`src/rtl/prbs_multi_generator_if.sv`:
```
// prbs_multi_generator_if: control and serial-output bundle between the PRBS source and its users.
interface prbs_multi_generator_if #(
  parameter int DIV_WIDTH = 16
);
  logic                 enable;
  logic [2:0]           poly_sel;
  logic [DIV_WIDTH-1:0] div_period;
  logic                 seed_load;
  logic [30:0]          seed;
  logic                 invert;
  logic                 err_inject;
  logic                 data_out;
  logic                 bit_valid;
  logic                 bit_clock;
  logic                 seq_start;
  modport master (
    output enable, poly_sel, div_period, seed_load, seed, invert, err_inject,
    input  data_out, bit_valid, bit_clock, seq_start
  );
  modport slave (
    input  enable, poly_sel, div_period, seed_load, seed, invert, err_inject,
    output data_out, bit_valid, bit_clock, seq_start
  );
endinterface

```
`src/rtl/prbs_multi_generator.sv`:
```
// prbs_multi_generator: runtime-selectable PRBS-7/9/15/23/31 source with bit-rate divider,
// seed load, inversion, single-bit error injection and a sequence-start marker.
module prbs_multi_generator #(
  parameter int         DIV_WIDTH  = 16,
  parameter logic [2:0] RESET_POLY = 3'd2
) (
  input  logic clk,
  input  logic reset_n,
  prbs_multi_generator_if.slave bus
);
  logic [30:0]          lfsr_q, lfsr_d;
  logic [DIV_WIDTH-1:0] cnt_q, cnt_d;
  logic [2:0]           poly_q, poly_d;
  logic                 data_q, data_d;
  logic                 valid_q, valid_d;
  logic                 bclk_q, bclk_d;
  logic                 seq_q, seq_d;
  logic                 err_q, err_d;
  logic [4:0]           n_m1, tap_m1;
  logic [30:0]          mask, shifted, seed_m;
  logic [DIV_WIDTH-1:0] per_m1;
  logic                 tick, out_raw, fb;
  always_comb begin
    n_m1    = poly_q == 3'd0 ? 5'd6 : poly_q == 3'd1 ? 5'd8 : poly_q == 3'd3 ? 5'd22 :
              poly_q == 3'd4 ? 5'd30 : 5'd14;
    tap_m1  = poly_q == 3'd0 ? 5'd5 : poly_q == 3'd1 ? 5'd4 : poly_q == 3'd3 ? 5'd17 :
              poly_q == 3'd4 ? 5'd27 : 5'd13;
    mask    = 31'h7FFF_FFFF >> (5'd30 - n_m1);
    out_raw = lfsr_q[n_m1];
    fb      = out_raw ^ lfsr_q[tap_m1];
    shifted = {lfsr_q[29:0], fb} & mask;
    seed_m  = bus.seed & mask;
    // div_period of 0 behaves like 1; a shrink below the running count ticks on the next clock
    per_m1  = bus.div_period == '0 ? '0 : bus.div_period - DIV_WIDTH'(1);
    tick    = bus.enable && !bus.seed_load && cnt_q >= per_m1;
    poly_d  = bus.enable ? poly_q : bus.poly_sel;
    cnt_d   = (bus.seed_load || !bus.enable || tick) ? '0 : cnt_q + DIV_WIDTH'(1);
    lfsr_d  = bus.seed_load ? (seed_m == '0 ? 31'h1 : seed_m) : tick ? shifted : lfsr_q;
    data_d  = tick ? out_raw ^ bus.invert ^ err_q : data_q;
    valid_d = tick;
    bclk_d  = bclk_q ^ tick;
    seq_d   = tick && (lfsr_q & mask) == 31'h1;
    // a pulse coincident with a tick is kept for the following bit
    err_d   = bus.err_inject || (err_q && !tick);
  end
  always_ff @(posedge clk or negedge reset_n) begin
    if (!reset_n) begin
      lfsr_q  <= 31'h1;
      cnt_q   <= '0;
      poly_q  <= RESET_POLY;
      data_q  <= 1'b0;
      valid_q <= 1'b0;
      bclk_q  <= 1'b0;
      seq_q   <= 1'b0;
      err_q   <= 1'b0;
    end else begin
      lfsr_q  <= lfsr_d;
      cnt_q   <= cnt_d;
      poly_q  <= poly_d;
      data_q  <= data_d;
      valid_q <= valid_d;
      bclk_q  <= bclk_d;
      seq_q   <= seq_d;
      err_q   <= err_d;
    end
  end
  assign bus.data_out  = data_q;
  assign bus.bit_valid = valid_q;
  assign bus.bit_clock = bclk_q;
  assign bus.seq_start = seq_q;
endmodule

```
`src/flat_wrapper.sv`:
```
// flat-port wrapper written by rule: the top's interface ports become plain ports
module prbs_multi_generator_flat 
#(
  parameter int         DIV_WIDTH  = 16,
  parameter logic [2:0] RESET_POLY = 3'd2
)
  (clk, reset_n, bus_enable, bus_poly_sel, bus_div_period, bus_seed_load, bus_seed, bus_invert, bus_err_inject, bus_data_out, bus_bit_valid, bus_bit_clock, bus_seq_start);
  prbs_multi_generator_if #(.DIV_WIDTH(DIV_WIDTH)) bus_i ();
  input  logic clk;
  input  logic reset_n;
  input wire logic [$bits(bus_i.enable)-1:0] bus_enable;
  input wire logic [$bits(bus_i.poly_sel)-1:0] bus_poly_sel;
  input wire logic [$bits(bus_i.div_period)-1:0] bus_div_period;
  input wire logic [$bits(bus_i.seed_load)-1:0] bus_seed_load;
  input wire logic [$bits(bus_i.seed)-1:0] bus_seed;
  input wire logic [$bits(bus_i.invert)-1:0] bus_invert;
  input wire logic [$bits(bus_i.err_inject)-1:0] bus_err_inject;
  output wire logic [$bits(bus_i.data_out)-1:0] bus_data_out;
  output wire logic [$bits(bus_i.bit_valid)-1:0] bus_bit_valid;
  output wire logic [$bits(bus_i.bit_clock)-1:0] bus_bit_clock;
  output wire logic [$bits(bus_i.seq_start)-1:0] bus_seq_start;
  assign bus_i.enable = bus_enable;
  assign bus_i.poly_sel = bus_poly_sel;
  assign bus_i.div_period = bus_div_period;
  assign bus_i.seed_load = bus_seed_load;
  assign bus_i.seed = bus_seed;
  assign bus_i.invert = bus_invert;
  assign bus_i.err_inject = bus_err_inject;
  assign bus_data_out = bus_i.data_out;
  assign bus_bit_valid = bus_i.bit_valid;
  assign bus_bit_clock = bus_i.bit_clock;
  assign bus_seq_start = bus_i.seq_start;
  prbs_multi_generator #(.DIV_WIDTH(DIV_WIDTH), .RESET_POLY(RESET_POLY)) u_core (.clk(clk), .reset_n(reset_n), .bus(bus_i));
endmodule
```
`config.mk`:
```
export PLATFORM = sky130hd
export DESIGN_NAME = prbs_multi_generator_flat
export DESIGN_NICKNAME = d
export VERILOG_FILES = /design/src/rtl/prbs_multi_generator_if.sv /design/src/rtl/prbs_multi_generator.sv /design/src/flat_wrapper.sv
export SDC_FILE = /design/constraint.sdc
export NUM_CORES = 1
export LEC_CHECK = 0
export ABC_CLOCK_PERIOD_IN_PS = 2700
export BUFFER_PORTS_ARGS = -buffer_cell sky130_fd_sc_hd__buf_2
export CAP_MARGIN = 5
export CELL_PAD_IN_SITES_DETAIL_PLACEMENT = 0
export CELL_PAD_IN_SITES_GLOBAL_PLACEMENT = 1
export CORE_MARGIN = 2
export CORE_UTILIZATION = 43
export DETAILED_ROUTE_END_ITERATION = 8
export PLACE_DENSITY = 0.81
export SYNTH_ARGS = -nofsm -noshare
export SYNTH_HDL_FRONTEND = slang
export SYNTH_SLANG_ARGS = --single-unit
```
`constraint.sdc`:
```
create_clock -name clk -period 2.7 [get_ports clk]
set_clock_uncertainty 0.2 [all_clocks]
set_input_delay 0.405 -clock clk [delete_from_list [all_inputs] [get_ports clk]]
set_output_delay 0.405 -clock clk [all_outputs]
set_load 0.01 [all_outputs]
```
---- Word level (Yosys, flattened, before mapping) ----
Index checks and enable logic that the tools add are counted.
cells by class
  add/sub/neg operators ................... 3
  multipliers ............................. 0
  div/mod/pow operators ................... 0
  $lt $le $gt $ge ......................... 3
  equality and inequality tests ........... 4
  shift operators ......................... 1
  multiplexer cells ....................... 17
  bitwise gates (word level) .............. 7
  reductions and logical operators ........ 14
operators by type and width
  operator                                                                      number
  31-bit bitwise AND                                                            3
  31-bit two-way mux                                                            3
  5-bit two-way mux                                                             8
  16-bit two-way mux                                                            2
  31-bit by 1-bit equality test with 1-bit output, second input constant        1
  31-bit zero test                                                              1
  31-bit by 5-bit right shift with 31-bit output, first input constant          1
  16-bit by 1-bit adder with 16-bit output, second input constant               1
  16-bit greater-or-equal comparator                                            1
  16-bit zero test                                                              1
  16-bit by 1-bit subtractor with 16-bit output, second input constant          1
  5-bit by 6-bit less-than comparator with 1-bit output, second input constant  2
  1-bit binary-select mux with 5-bit select                                     2
  5-bit subtractor, first input constant                                        1
  1-bit logical AND                                                             4
  1-bit bitwise XOR                                                             4
  3-bit by 1-bit equality test with 1-bit output, second input constant         1
  3-bit by 2-bit equality test with 1-bit output, second input constant         1
  3-bit equality test, second input constant                                    1
  1-bit zero test                                                               3
  3-bit zero test                                                               1
  1-bit logical OR                                                              3
  1-bit two-way mux                                                             2
  2-bit nonzero test                                                            1
storage, ports and cells
  flip-flop bits (word level) ............. 55
  bits in latches ......................... 0
  RAM bits ................................ 0
  bits in read-only memories .............. 0
  bits of input ports ..................... 56
  output and inout port bits .............. 4
  logic and storage cells ................. 57
  memories ................................ 0

---- Logic depth before layout (Yosys ltp) ----
  depth after elaboration ................. 11
  depth in mapped cells ................... 15
  mapped depth without buffers ............ 14

---- Worst setup path before layout ----
No wires, ideal clock.
  path type ............................... input port to flip-flop
  start ................................... input port bus_div_period[9]
  end ..................................... register u_core.lfsr_q[5]
  data arrival time ....................... 3.023 ns
  slack ................................... -0.649 ns
  stages .................................. 13
  path buffers ............................ 2
  path through ............................ or4_4 nor4_2 and2b_1 nand4b_4 buf_6 nand2_1 ha_1 a21oi_1 o21ai_1 nor3_1 a21oi_2 buf_2 a221o_1
between the ends
  word-level cells in the longest chain between the ends .. 5
  elaborated cells between the ends (all ways) .. 6
RTL lines
  item                                                                               RTL line                    text
  start: declaration                                                                 flat_wrapper.sv:13          input wire logic [$bits(bus_i.div_period)-1:0] bus_div_period;
  16-bit by 1-bit subtractor with 16-bit output or 16-bit zero test (tied branches)  prbs_multi_generator.sv:34  per_m1 = bus.div_period == '0 ? '0 : bus.div_period - DIV_WIDTH'(1);
  16-bit two-way mux *                                                               prbs_multi_generator.sv:34
  16-bit greater-or-equal comparator *                                               prbs_multi_generator.sv:35  tick = bus.enable && !bus.seed_load && cnt_q >= per_m1;
  1-bit logical AND *                                                                prbs_multi_generator.sv:35
  2-bit nonzero test (no source line) *                                              -
  end signal: assignment                                                             prbs_multi_generator.sv:57  lfsr_q <= lfsr_d;
  end: declaration                                                                   prbs_multi_generator.sv:11  logic [30:0] lfsr_q, lfsr_d;
Every way passes the cells marked *; elsewhere a longest branch is shown, timed or not.
A chain may end at the register's enable or synchronous reset.

---- Final worst setup path ----
  start ................................... input port bus_div_period[9]
  end ..................................... register u_core.lfsr_q[7]
The elaborated chain is that of the path after synthesis.

==> qor.csv <==
stage;metric;value;unit
synth;Synth Area in Simple Gates;22.9;%
placed_design;GPL Wtd Cong;0.840;
routing;vias per cell;5.62;
power_and_ir_drop;Power Density;373;nW/µm²
power_and_ir_drop;Switching Fraction;29.1;%
clock_tree;clock root buffer;clkbuf_8;
timing;post-layout min period;3340;ps
timing;hold slack final;95.1;ps
synth;Post-Syn Instances;396;
clock_tree;Num Clock Sinks;55;
timing;Worst-Margin Slew;665;ps
routing;post-route ant nets;0;
global_route;GRT Total Usage;21.8;%
timing;Slew HR;55.7;%
synth;Synth top area share;37.2;%
timing;count of final max-slew check failures;0;
synth;Syn Area/Cell;9.01;µm²
timing;Final Setup Violations;52;
cells_and_area;fin util;59.9;%
clock_tree;Clock Latency Late Sink;310;ps
power_and_ir_drop;total net switching power;0.528;mW
clock_tree;Num CTS Buffers;5;
placed_design;Area after DPL;4340;µm²
synth;Synth Flop Type;dfrtp_1;
worst_setup_path;Max stage delay on crit path;550;ps
synth;Synth Area in Compound Gates;17.0;%
synth;number of enable flip-flop cells after synthesis;0;
timing;RSZ-0062 raised after global routing;true;
routing;DRT Wirelength;9530;µm
power_and_ir_drop;P_leak;2.17;nW
power_and_ir_drop;worst vdd ir;0.300;mV
floorplan;Die W;95.1;µm
placed_design;placed wire-length estimate;6660;µm
timing;worst setup margin;-641;ps
synth;Synth Area in Adders;6.66;%
global_route;initial antenna violation count;0;
floorplan;FP Rows;33;
floorplan;DIE HEIGHT;95.1;µm
power_and_ir_drop;Internal Power;1.29;mW
synth;syn nets;471;
floorplan;Boundary Pins;60;
power_and_ir_drop;Flop pwr share;51.0;%
global_route;largest net degree at the start of global routing;52;
synth;fraction of synthesized area in multiplexers;1.51;%
cells_and_area;proportion of layout cells with a drive suffix above 1;33.6;%
power_and_ir_drop;Comb pwr share;21.2;%
cells_and_area;Area Overhead vs Synth;36.5;%
synth;Post-synth top cells;dfrtp_1 (53), nand2_1 (47), nor2_1 (33);
timing;fin crit share;124;%
cells_and_area;fin nets;565;
floorplan;Core Region;8130;µm²
routing;1st-iter DRT viols;170;
synth;post-synthesis xor/xnor area fraction;7.85;%
worst_setup_path;CP dominant cell by count;buf_12;
synth;post-synthesis sequential area ratio;38.6;%
synth;Distinct cells, synth;58;
timing;Peak Freq;299;MHz
clock_tree;H-tree Lvls;2;
cells_and_area;FF/Latch Area;1380;µm²
outcome;outcome;finished with violations;
cells_and_area;# fillers;697;
timing;Final Hold Viols;0;
synth;Synth area leaders;dfrtp_1 (37%), ha_1 (6.7%), nand2_1 (4.9%), xor2_1 (4.2%), nand3_1 (3.9%);
synth;largest family of logic cells by synthesized area;simple AND/OR/NAND/NOR gates;
routing;drt pass-1 iters;4;
global_route;GR Overflow Total;0;
worst_setup_path;Worst setup SP type;input pin;
outcome;failing checks;negative setup slack;
synth;most frequent cell after synthesis;dfrtp_1;
clock_tree;Clock Path Buffers;2;
routing;via count;3351;
job;max_cap viols;0;
synth;FFs w/ async S/R, synth;100;%
cells_and_area;Multi-input gate area;2350;µm²
synth;synth warn;0;
floorplan;initial core utilization;43.9;%
worst_hold_path;worst min path class;input pin to flop;
power_and_ir_drop;clock share of power;27.8;%
worst_setup_path;Data arrival, critical path;3350;ps
clock_tree;CTS tree;yes;
worst_setup_path;CP Max Fanout;10;
routing;average wire per standard cell;16.0;µm
clock_tree;clock slew at reported path FFs;100;ps
cells_and_area;Final Cell Area;4870;µm²
worst_setup_path;Crit-path slowest cell;or4_4;
synth;Yosys top cell by area;dfrtp_1;
worst_setup_path;Setup CP Type;input pin to flop;
worst_setup_path;crit path cell chain;buf_6 > or4_4 > nor4_4 > and2b_2 > nand4b_4 > buf_12 > nand2_4 > ha_4 > a21oi_4 > nand2_1 > nor3_4 > a21oi_4 > buf_12 > clkbuf_16 > buf_12 > o311ai_4;
synth;FF+latch count, synth;55;
floorplan;die area;9040;µm²
global_route;first-pass GRT wire length;15500;µm
routing;DRC viols;0;
worst_setup_path;WP data required;2710;ps
worst_setup_path;CP endpoint kind;flop;
global_route;vias in the first global route;3212;
synth;Synth Cell Area;3570;µm²
cells_and_area;Ant. Diodes;0;
placed_design;Buffers on Ports;59;
-- final cells by class --
class,count,area share (%)
timing repair buffer,109,16.8
clock buffer,7,1.98
multi-input combinational,296,48.3
clock inverter,1,0.154
inverter,23,1.77
tap,105,2.70
sequential,55,28.3
-- registers in the layout (all words and copies together), names as in the netlist --
name,cells
u_core.poly_q,3
u_core.err_q,1
u_core.bus.data_out,1
u_core.cnt_q,16
u_core.bus.seq_start,1
u_core.bus.bit_valid,1
u_core.lfsr_q,31
u_core.bus.bit_clock,1
-- placed cells by master, fill, tap and decap left out, types with 4 or more instances in the layout --
cell       instances
ha_1              11
nor3_1             7
nand4_1            5
nand2_1           37
buf_4             35
buf_2             59
a21oi_4            4
o2bb2ai_1          9
xnor2_1           15
o21ai_0            4
a221o_1            6
inv_1             23
dfrtp_1           53
nor4_1             8
nand3_1           26
a21oi_1            8
xor2_1            17
buf_6              6
o311ai_1          11
and3_1             4
clkbuf_8           7
ha_4               7
nand2_2            6
nand2_4            4
nor4_4             4
nor3b_1            7
a22oi_1            9
buf_12             4
nor2_1            31
-- power by group through the flow --
stage	logic, mW	clock network [mW]	registers [mW]
2_1_floorplan	0.213	0	0.919
3_3_place_gp	0.346	0	0.938
3_5_place_dp	0.352	0	0.938
4_1_cts	0.364	0.517	0.923
5_1_grt	0.429	0.553	0.933
6_report	0.385	0.505	0.925
-- cell families after synthesis --
| kind of cell | Yosys count |
|---|---|
| AO/OA/AOI/OAI | 78 |
| XOR/XNOR | 32 |
| adder cells (fa/ha/maj) | 19 |
| buffers and inverters | 45 |
| flip-flops | 55 |
| multiplexers | 5 |
| AND/OR/NAND/NOR | 162 |
-- stage by stage --
step | setup WS [ps] | power, mW | setup TNS, ps | cells
finish | -641 | 1.82 | -27590 | 596
CTS | -577 | 1.80 | -25590 | 591
global placement | -907 | 1.28 | -42150 | 578
detailed placement | -957 | 1.29 | -45030 | 578
floorplan | -568 | 1.13 | -24210 | 396
global route | -736 | 1.92 | -33730 | 596
-- final timing paths --
kind | start | depth (start not counted) | slack, ps | endpoint
worst min register to register | u_core.bus.bit_clock | 1 | 270 | u_core.bus.bit_clock
min in group asynchronous | reset_n | 2 | 230 | u_core.cnt_q[15]
worst max register to register | u_core.cnt_q[5] | 9 | 290 | u_core.lfsr_q[7]
worst max-delay path | bus_div_period[9] | 16 | -640 | u_core.lfsr_q[7]
max in group asynchronous | reset_n | 3 | 1220 | u_core.lfsr_q[25]
worst min-delay path | bus_err_inject | 2 | 100 | u_core.err_q
-- per-layer routing --
| metal | GRT usage [%] | part of all wire [%] | wire, µm | vias up |
|---|---|---|---|---|
| met1 | 31.8 | 47 | 4440 | 1631 |
| li1 | - | - | - | 1623 |
| met5 | 0 | 0 | 0 | - |
| met2 | 33.6 | 47 | 4490 | 83 |
| met4 | 6.64 | 2.0 | 189 | 0 |
| met3 | 2.85 | 4.3 | 411 | 14 |
-- worst max-delay path, delay by kind of cell --
family	cells	cell delay [ps]
AOI/OAI and AO/OA	3	490
adders and majority gates	1	220
buffers and inverters	5	710
and+or+nand+nor	7	1510
-- repair_timing --
action	4_1_cts	5_1_grt
hold endpoints to repair	4	0
setup buffers	2	2
resized for setup	18	33
gates cloned	2	3
setup endpoints to repair	52	52
hold buffers	1	0
pin swaps	0	1
Note: power is estimated with default switching activity, not from simulation.
